--- src/rtl/loop_arbiter.sv ---
// Round-robin front end for a shared multi-cycle iterative engine: grants one
// requester, drives ITER back-pressured step strobes, then holds a tagged completion.
module loop_arbiter #(
    parameter int NREQ  = 4,
    parameter int ITER  = 256,
    parameter int ID_W  = $clog2(NREQ),
    parameter int CNT_W = $clog2(ITER)
) (
    input  logic             clk,
    input  logic             rst,
    input  logic [NREQ-1:0]  req_valid,
    output logic [NREQ-1:0]  req_ready,
    output logic [ID_W-1:0]  sel_id,
    output logic             eng_start,
    input  logic             eng_ready,
    output logic             eng_step,
    output logic [CNT_W-1:0] eng_iter,
    output logic             eng_last,
    output logic             rsp_valid,
    input  logic             rsp_ready,
    output logic [ID_W-1:0]  rsp_id,
    output logic             busy
);

    typedef enum logic [1:0] {
        IDLE = 2'd0,
        RUN  = 2'd1,
        HOLD = 2'd2
    } state_t;

    state_t           state_q, state_d;
    logic [CNT_W-1:0] cnt_q, cnt_d;
    logic [ID_W-1:0]  grant_q, grant_d;
    logic [ID_W-1:0]  ptr_q, ptr_d;

    logic             any_s;
    logic [ID_W-1:0]  win_s;
    logic [ID_W-1:0]  idx_s;
    logic             last_s;

    assign last_s = (cnt_q == CNT_W'(ITER - 1));

    // Round-robin winner: scan upward from the slot after the last accepted requester.
    always_comb begin
        any_s = 1'b0;
        win_s = '0;
        idx_s = ptr_q;
        for (int k = 0; k < NREQ; k++) begin
            if (idx_s == ID_W'(NREQ - 1)) begin
                idx_s = '0;
            end else begin
                idx_s = idx_s + ID_W'(1);
            end
            if (!any_s && req_valid[idx_s]) begin
                any_s = 1'b1;
                win_s = idx_s;
            end else begin
                any_s = any_s;
            end
        end
    end

    // Next-state logic for the scheduler FSM, iteration counter and pointers.
    always_comb begin
        state_d = state_q;
        cnt_d   = cnt_q;
        grant_d = grant_q;
        ptr_d   = ptr_q;
        case (state_q)
            IDLE: begin
                if (any_s) begin
                    grant_d = win_s;
                    ptr_d   = win_s;
                    cnt_d   = '0;
                    state_d = RUN;
                end else begin
                    state_d = IDLE;
                end
            end
            RUN: begin
                // Terminal compare precedes the increment, so the counter never wraps.
                if (eng_ready) begin
                    if (last_s) begin
                        cnt_d   = '0;
                        state_d = HOLD;
                    end else begin
                        cnt_d = cnt_q + CNT_W'(1);
                    end
                end else begin
                    cnt_d = cnt_q;
                end
            end
            HOLD: begin
                if (rsp_ready) begin
                    state_d = IDLE;
                end else begin
                    state_d = HOLD;
                end
            end
            default: begin
                state_d = IDLE;
            end
        endcase
    end

    // Strobes decoded from the current state; grant and start are same-cycle in IDLE.
    always_comb begin
        req_ready = '0;
        eng_start = 1'b0;
        sel_id    = grant_q;
        eng_step  = 1'b0;
        eng_last  = 1'b0;
        rsp_valid = 1'b0;
        case (state_q)
            IDLE: begin
                sel_id = win_s;
                if (any_s) begin
                    req_ready = {{(NREQ-1){1'b0}}, 1'b1} << win_s;
                    eng_start = 1'b1;
                end else begin
                    req_ready = '0;
                    eng_start = 1'b0;
                end
            end
            RUN: begin
                eng_step = eng_ready;
                eng_last = last_s;
            end
            HOLD: begin
                rsp_valid = 1'b1;
            end
            default: begin
                req_ready = '0;
            end
        endcase
    end

    assign eng_iter = cnt_q;
    assign rsp_id   = grant_q;
    assign busy     = (state_q != IDLE);

    // State registers; reset drops any in-flight operation and re-arms requester 0 first.
    always_ff @(posedge clk) begin
        if (rst) begin
            state_q <= IDLE;
            cnt_q   <= '0;
            grant_q <= '0;
            ptr_q   <= ID_W'(NREQ - 1);
        end else begin
            state_q <= state_d;
            cnt_q   <= cnt_d;
            grant_q <= grant_d;
            ptr_q   <= ptr_d;
        end
    end

endmodule

--- config.mk ---
export PLATFORM = sky130hd
export DESIGN_NAME = loop_arbiter
export DESIGN_NICKNAME = d
export VERILOG_FILES = /design/src/rtl/loop_arbiter.sv
export SDC_FILE = /design/constraint.sdc
export NUM_CORES = 1
export LEC_CHECK = 0
export ABC_AREA = 1
export ABC_CLOCK_PERIOD_IN_PS = 1650
export BUFFER_PORTS_ARGS = -buffer_cell sky130_fd_sc_hd__buf_2
export CAP_MARGIN = 10
export CORE_UTILIZATION = 48
export CTS_BUF_LIST = sky130_fd_sc_hd__clkbuf_4 sky130_fd_sc_hd__clkbuf_8
export DETAILED_ROUTE_END_ITERATION = 16
export MAX_ROUTING_LAYER = met4
export PLACE_DENSITY = 0.84
export SLEW_MARGIN = 10
export SYNTH_ARGS = -nofsm -noshare
export SYNTH_HDL_FRONTEND = slang
export SYNTH_SLANG_ARGS = --single-unit
--- constraint.sdc ---
create_clock -name clk -period 1.65 [get_ports clk]
set_clock_uncertainty 0.1 [all_clocks]
set_input_delay 0.165 -clock clk [delete_from_list [all_inputs] [get_ports clk]]
set_output_delay 0.165 -clock clk [all_outputs]
set_load 0.02 [all_outputs]
# Word level (Yosys, flattened, before mapping)

Cells that the tools add are included.

Register bits after elaboration: 14
Input port bits: 8
Output and inout bits: 21
Word-level logic and storage cells: 73

Add/sub/neg operators: 5
$lt $le $gt $ge: 4
Equal/unequal tests: 10
Shift-type cells: 1
Multiplexer cells: 37
Reduce and logical (&&, ||, !) cells: 12

Operators by type and width:

| operator              | count |
|---|---|
| $mux W2               | 12 |
| $mux W8               | 3 |
| $pmux W8 S2           | 1 |
| $mux W1               | 14 |
| $lt A2 B3 Y1 const B  | 4 |
| $eq A2 B2 Y1 const B  | 5 |
| $add A2 B1 Y2 const B | 4 |
| $add A8 B1 Y8 const B | 1 |
| $bmux W1 S2           | 4 |
| $eq A8 B8 Y1 const B  | 1 |
| $mux W4               | 2 |
| $ne A2 B2 Y1 const B  | 3 |
| $pmux W2 S3           | 1 |
| $reduce_and A2 Y1     | 2 |
| $reduce_bool A2 Y1    | 2 |
| $shl A1 B2 Y4 const A | 1 |
| $logic_and A1 B1 Y1   | 3 |
| $logic_not A1 Y1      | 3 |
| $reduce_and A3 Y1     | 1 |
| $eq A2 B1 Y1 const B  | 1 |
| $logic_not A2 Y1      | 1 |

# Longest topological paths before layout

Depth in word-level cells: 17
Depth in mapped cells: 13
Depth with buffers taken out: 13

# Worst setup path before layout

No wires, ideal clock.

Kind: register to output
Start: register ptr_q[0]
End: output req_ready[0]
Data arrival time: 1.748 ns
Data required time: 1.385 ns
Setup slack: -0.363 ns
Stages on the path, launching flop included: 12
Path buffers: 0
Path through: dfxtp_1 -> ha_1 -> inv_2 -> nand2_1 -> nand2_2 -> nand2_1 -> o21ai_2 -> nand3_4 -> nand2_4 -> inv_1 -> nand2_1 -> nor2_1

Cells in the longest elaborated chain, start to end: 17
Elaborated cells between the ends (all ways): 37
Those cells by class: add/sub (4); eq/ne (4); shift (1); mux (22); reduce/logical (6)

Ends and longest elaborated chain:

| element                                                | RTL line | source |
|---|---|---|
| start, declared                                        | 34       | `logic [ID_W-1:0] ptr_q, ptr_d;` |
| start signal, assigned                                 | 148      | `ptr_q <= ID_W'(NREQ - 1);` |
| start signal, assigned                                 | 153      | `ptr_q <= ptr_d;` |
| $add A2 B1 Y2 / $eq A2 B2 Y1 (equally long branches)   | 52, 49   |  |
| $mux W2 (*)                                            | 49       | `if (idx_s == ID_W'(NREQ - 1)) begin` |
| branches (longest 13 deep; another with $add A2 B1 Y2) | -        |  |
| $mux W4 (*)                                            | 117      | `if (any_s) begin` |
| $mux W4 (*)                                            | 114      | `case (state_q)` |
| end, declared                                          | 12       | `output logic [NREQ-1:0] req_ready,` |

Every way passes the cells marked *. The select of a mux whose other input is x is not followed.

# Worst setup path after layout

Start: register ptr_q[0]
End: output sel_id[0]

Cells in the longest elaborated chain, start to end: 15
Elaborated cells between the ends (all ways): 34
Those cells by class: add/sub (4); eq/ne (4); mux (20); reduce/logical (6)

Ends and longest elaborated chain:

| element                                                | RTL line | source |
|---|---|---|
| $add A2 B1 Y2 / $eq A2 B2 Y1 (equally long branches)   | 52, 49   |  |
| $mux W2 (*)                                            | 49       |  |
| branches (longest 11 deep; another with $add A2 B1 Y2) | -        |  |
| $mux W2 (*)                                            | 54       | `if (!any_s && req_valid[idx_s]) begin` |
| $mux W2 (*)                                            | 114      |  |
| end, declared                                          | 13       | `output logic [ID_W-1:0] sel_id,` |

Marked as above.

==> impl_metrics.json <==
{
  "hp-class": "input port to register",
  "max_freq_mhz": 409,
  "num_vias": 1448,
  "finalCritPeriodShare": 1.48,
  "antenna_cells_inserted": 0,
  "finalNetCount": 237,
  "dieArea_um2": 2420,
  "cp.buffers_inverters": 4,
  "filler_cell_count": 71,
  "ys.warnings.count": 0,
  "yosys.area.top_type": "sky130_fd_sc_hd__dfxtp_1",
  "dp_worst_setup_slack_ns": -0.365,
  "synth_top_area_frac": 0.263,
  "path_class": "register to output port",
  "multiInputGateArea_um2": 976,
  "slew_violations": 0,
  "detail-route-antenna-nets": 0,
  "crit_slowest_cell": "sky130_fd_sc_hd__dfxtp_4",
  "cts_h_tree_lvls": 1,
  "synth.most_common_cell": "sky130_fd_sc_hd__nand2_1",
  "place.detailed.hpwl_um": 2220,
  "tritoncts.num_buffers": 3,
  "rsz0062_at_grt": "yes",
  "initial_core_util": 0.528,
  "synth_ff_type": "sky130_fd_sc_hd__dfxtp_1",
  "critPathArrivalTime_ns": 2.18,
  "routed_wl_um": 4530,
  "drcViolationCount": 0,
  "crit_family": "compound AO/OA/AOI/OAI gates",
  "std_cell_rows": 16,
  "first_iter_violations": 36,
  "clock-sinks": 14,
  "finalWorstPathRequiredPeriod_ns": 2.45,
  "failed_checks": "setup timing",
  "worstSetupStartpointType": "register",
  "finalSetupViolCount": 22,
  "vias_per_cell": 5.72,
  "crit_chain": "buf_12 -> o21ai_2 -> inv_1 -> nand2_1 -> nand2_2 -> o211ai_1 -> buf_4 -> nand3_4 -> o21ai_2 -> buf_6",
  "combined_area_of_all_synthesized_cells_um2": 1070,
  "worst_path_most_repeated_cell": "sky130_fd_sc_hd__o21ai_2",
  "worst_slew_margin_rel": 0.770,
  "synth.avg_cell_area_um2": 6.43,
  "die-height_um": 49.2,
  "netlist_instances": 166,
  "placeableCoreArea_um2": 2020,
  "drtPass1Iterations": 4,
  "timing.critical_path.slowest_cell_delay_ns": 0.37,
  "yosys_register_bits": 14,
  "gr-usage-all-layers": 0.304,
  "max_slew.worst_pin.slew_ns": 0.344,
  "area_grow_syn2layout_pct": 77.1,
  "globalRouteOverflowTotal": 0,
  "cp.required_ns": 1.38,
  "drive_above_1_share": 0.593,
  "placement.io_buffers": 28,
  "avgRoutedWirePerCell_um": 17.9,
  "synth_area_leaders": "sky130_fd_sc_hd__dfxtp_1 26%, sky130_fd_sc_hd__nand2_1 15%, sky130_fd_sc_hd__nand3_1 7.5%",
  "grt_start_max_net_pins": 15,
  "cts_root_buffer": "sky130_fd_sc_hd__clkbuf_4",
  "mappedNetlistNets": 176,
  "synth-edff-count": 0,
  "result_of_the_run": "finished with violations",
  "pin_count": 29,
  "critical_path.endpoint_type": "output port",
  "tritoncts": "built",
  "asyncSetResetFlopFracSynth": 0,
  "synth_seq_area_share": 0.263,
  "timing_hold_violations_final": 0,
  "grt_pass1_vias": 1286,
  "post_cts_hold_buffer_count": 0,
  "max-clock-path-buffers": 2,
  "path_clk_slew_ns": 0.09,
  "antenna_found_initial": 0,
  "grt_pass1_wl_um": 5530,
  "die_x_um": 49.2,
  "insertion_delay_ns": 0.29,
  "gp_congestion": 0.843,
  "synth_commonest_cells": "42 x sky130_fd_sc_hd__nand2_1, 19 x sky130_fd_sc_hd__inv_1, 18 x sky130_fd_sc_hd__nor2_1",
  "post-route-util": 0.935,
  "storage_element_area_um2": 288,
  "final.setup.worst_slack_ns": -0.795,
  "setup_total_neg_slack_ns": -9.79,
  "timing.critical_path.fanout_max": 8,
  "max_cap_viol": 0,
  "yosys.cell_types.count": 27
}
-- worst paths after layout --
| path | start | end | slack, ns | depth (start not counted) |
|---|---|---|---|---|
| hold / removal | rsp_ready | state_q[1] | 0.09 | 4 |
| setup reg to reg | ptr_q[0] | ptr_q[0] | -0.46 | 11 |
| hold reg to reg | ptr_q[1] | ptr_q[1] | 0.41 | 2 |
| setup / recovery | ptr_q[0] | sel_id[0] | -0.80 | 10 |
-- stage by stage --
step / cell area, µm² / hold slack (ns) / cells
2_1_floorplan: 1170 / 0.153 / 166
3_3_place_gp: 1480 / 0.364 / 238
3_5_place_dp: 1480 / 0.372 / 238
4_1_cts: 1710 / 0.0952 / 252
5_1_grt: 1890 / 0.101 / 253
6_report: 1890 / 0.0898 / 253
-- timing repair --
item | in CTS | in global routing
gates resized for setup | 34 | 37
setup endpoints to repair | 22 | 23
gates cloned | 0 | 0
hold endpoints to repair | 0 | 0
buffers inserted | 10 | 1
pin swaps | 21 | 22
-- cells by family (layout without fill, tap and decap cells) --
kind of cell,count (synthesis),count (layout),synth area share
fa+ha+maj,2,2,0.0234
flops,14,14,0.263
buf+inv,27,87,0.115
compound gates,25,25,0.125
xor+xnor,2,2,0.0164
simple gates,96,96,0.457
-- cell usage in the layout, fill, tap and decap left out, drive strengths merged, types with 2 or more instances in the layout --
| cell type | synthesis | final |
|---|---|---|
| nand3 | 19 | 19 |
| nand2 | 52 | 52 |
| o21ai | 8 | 8 |
| nor2 | 20 | 20 |
| nand3b | 2 | 2 |
| clkbuf | 1 | 4 |
| dfxtp | 14 | 14 |
| buf | 2 | 59 |
| nor3 | 2 | 2 |
| ha | 2 | 2 |
| inv | 24 | 23 |
| a21oi | 15 | 15 |
-- tightest hold or removal path: stages --
cell                      delay (ns)
sky130_fd_sc_hd__buf_2          0.08
sky130_fd_sc_hd__nor3_1         0.05
sky130_fd_sc_hd__o21ai_2        0.11
sky130_fd_sc_hd__nor2_1         0.05
-- layer usage --
layer  vias to the layer above  track usage  wire length [µm]
met5                         -            -                 0
met4                         0        0.137               310
met2                        78        0.575              2290
met1                       688        0.314              1710
met3                        29       0.0249               206
li1                        653            -                 -
-- cell type report --
class | count | share of cell area
inverters | 24 | 0.0536
well taps | 27 | 0.0179
clock buffers | 4 | 0.0192
flip-flops and latches | 14 | 0.152
repair buffers | 59 | 0.241
multi-input cells | 125 | 0.516
-- sequential cells by signal, summed over array words and instances, names as in the netlist --
register	cells
eng_iter	8
ptr_q	2
rsp_id	2
state_q	2
Power is not shown: default switching activity piles up to over one toggle a cycle in this logic, so the estimate is an artifact.
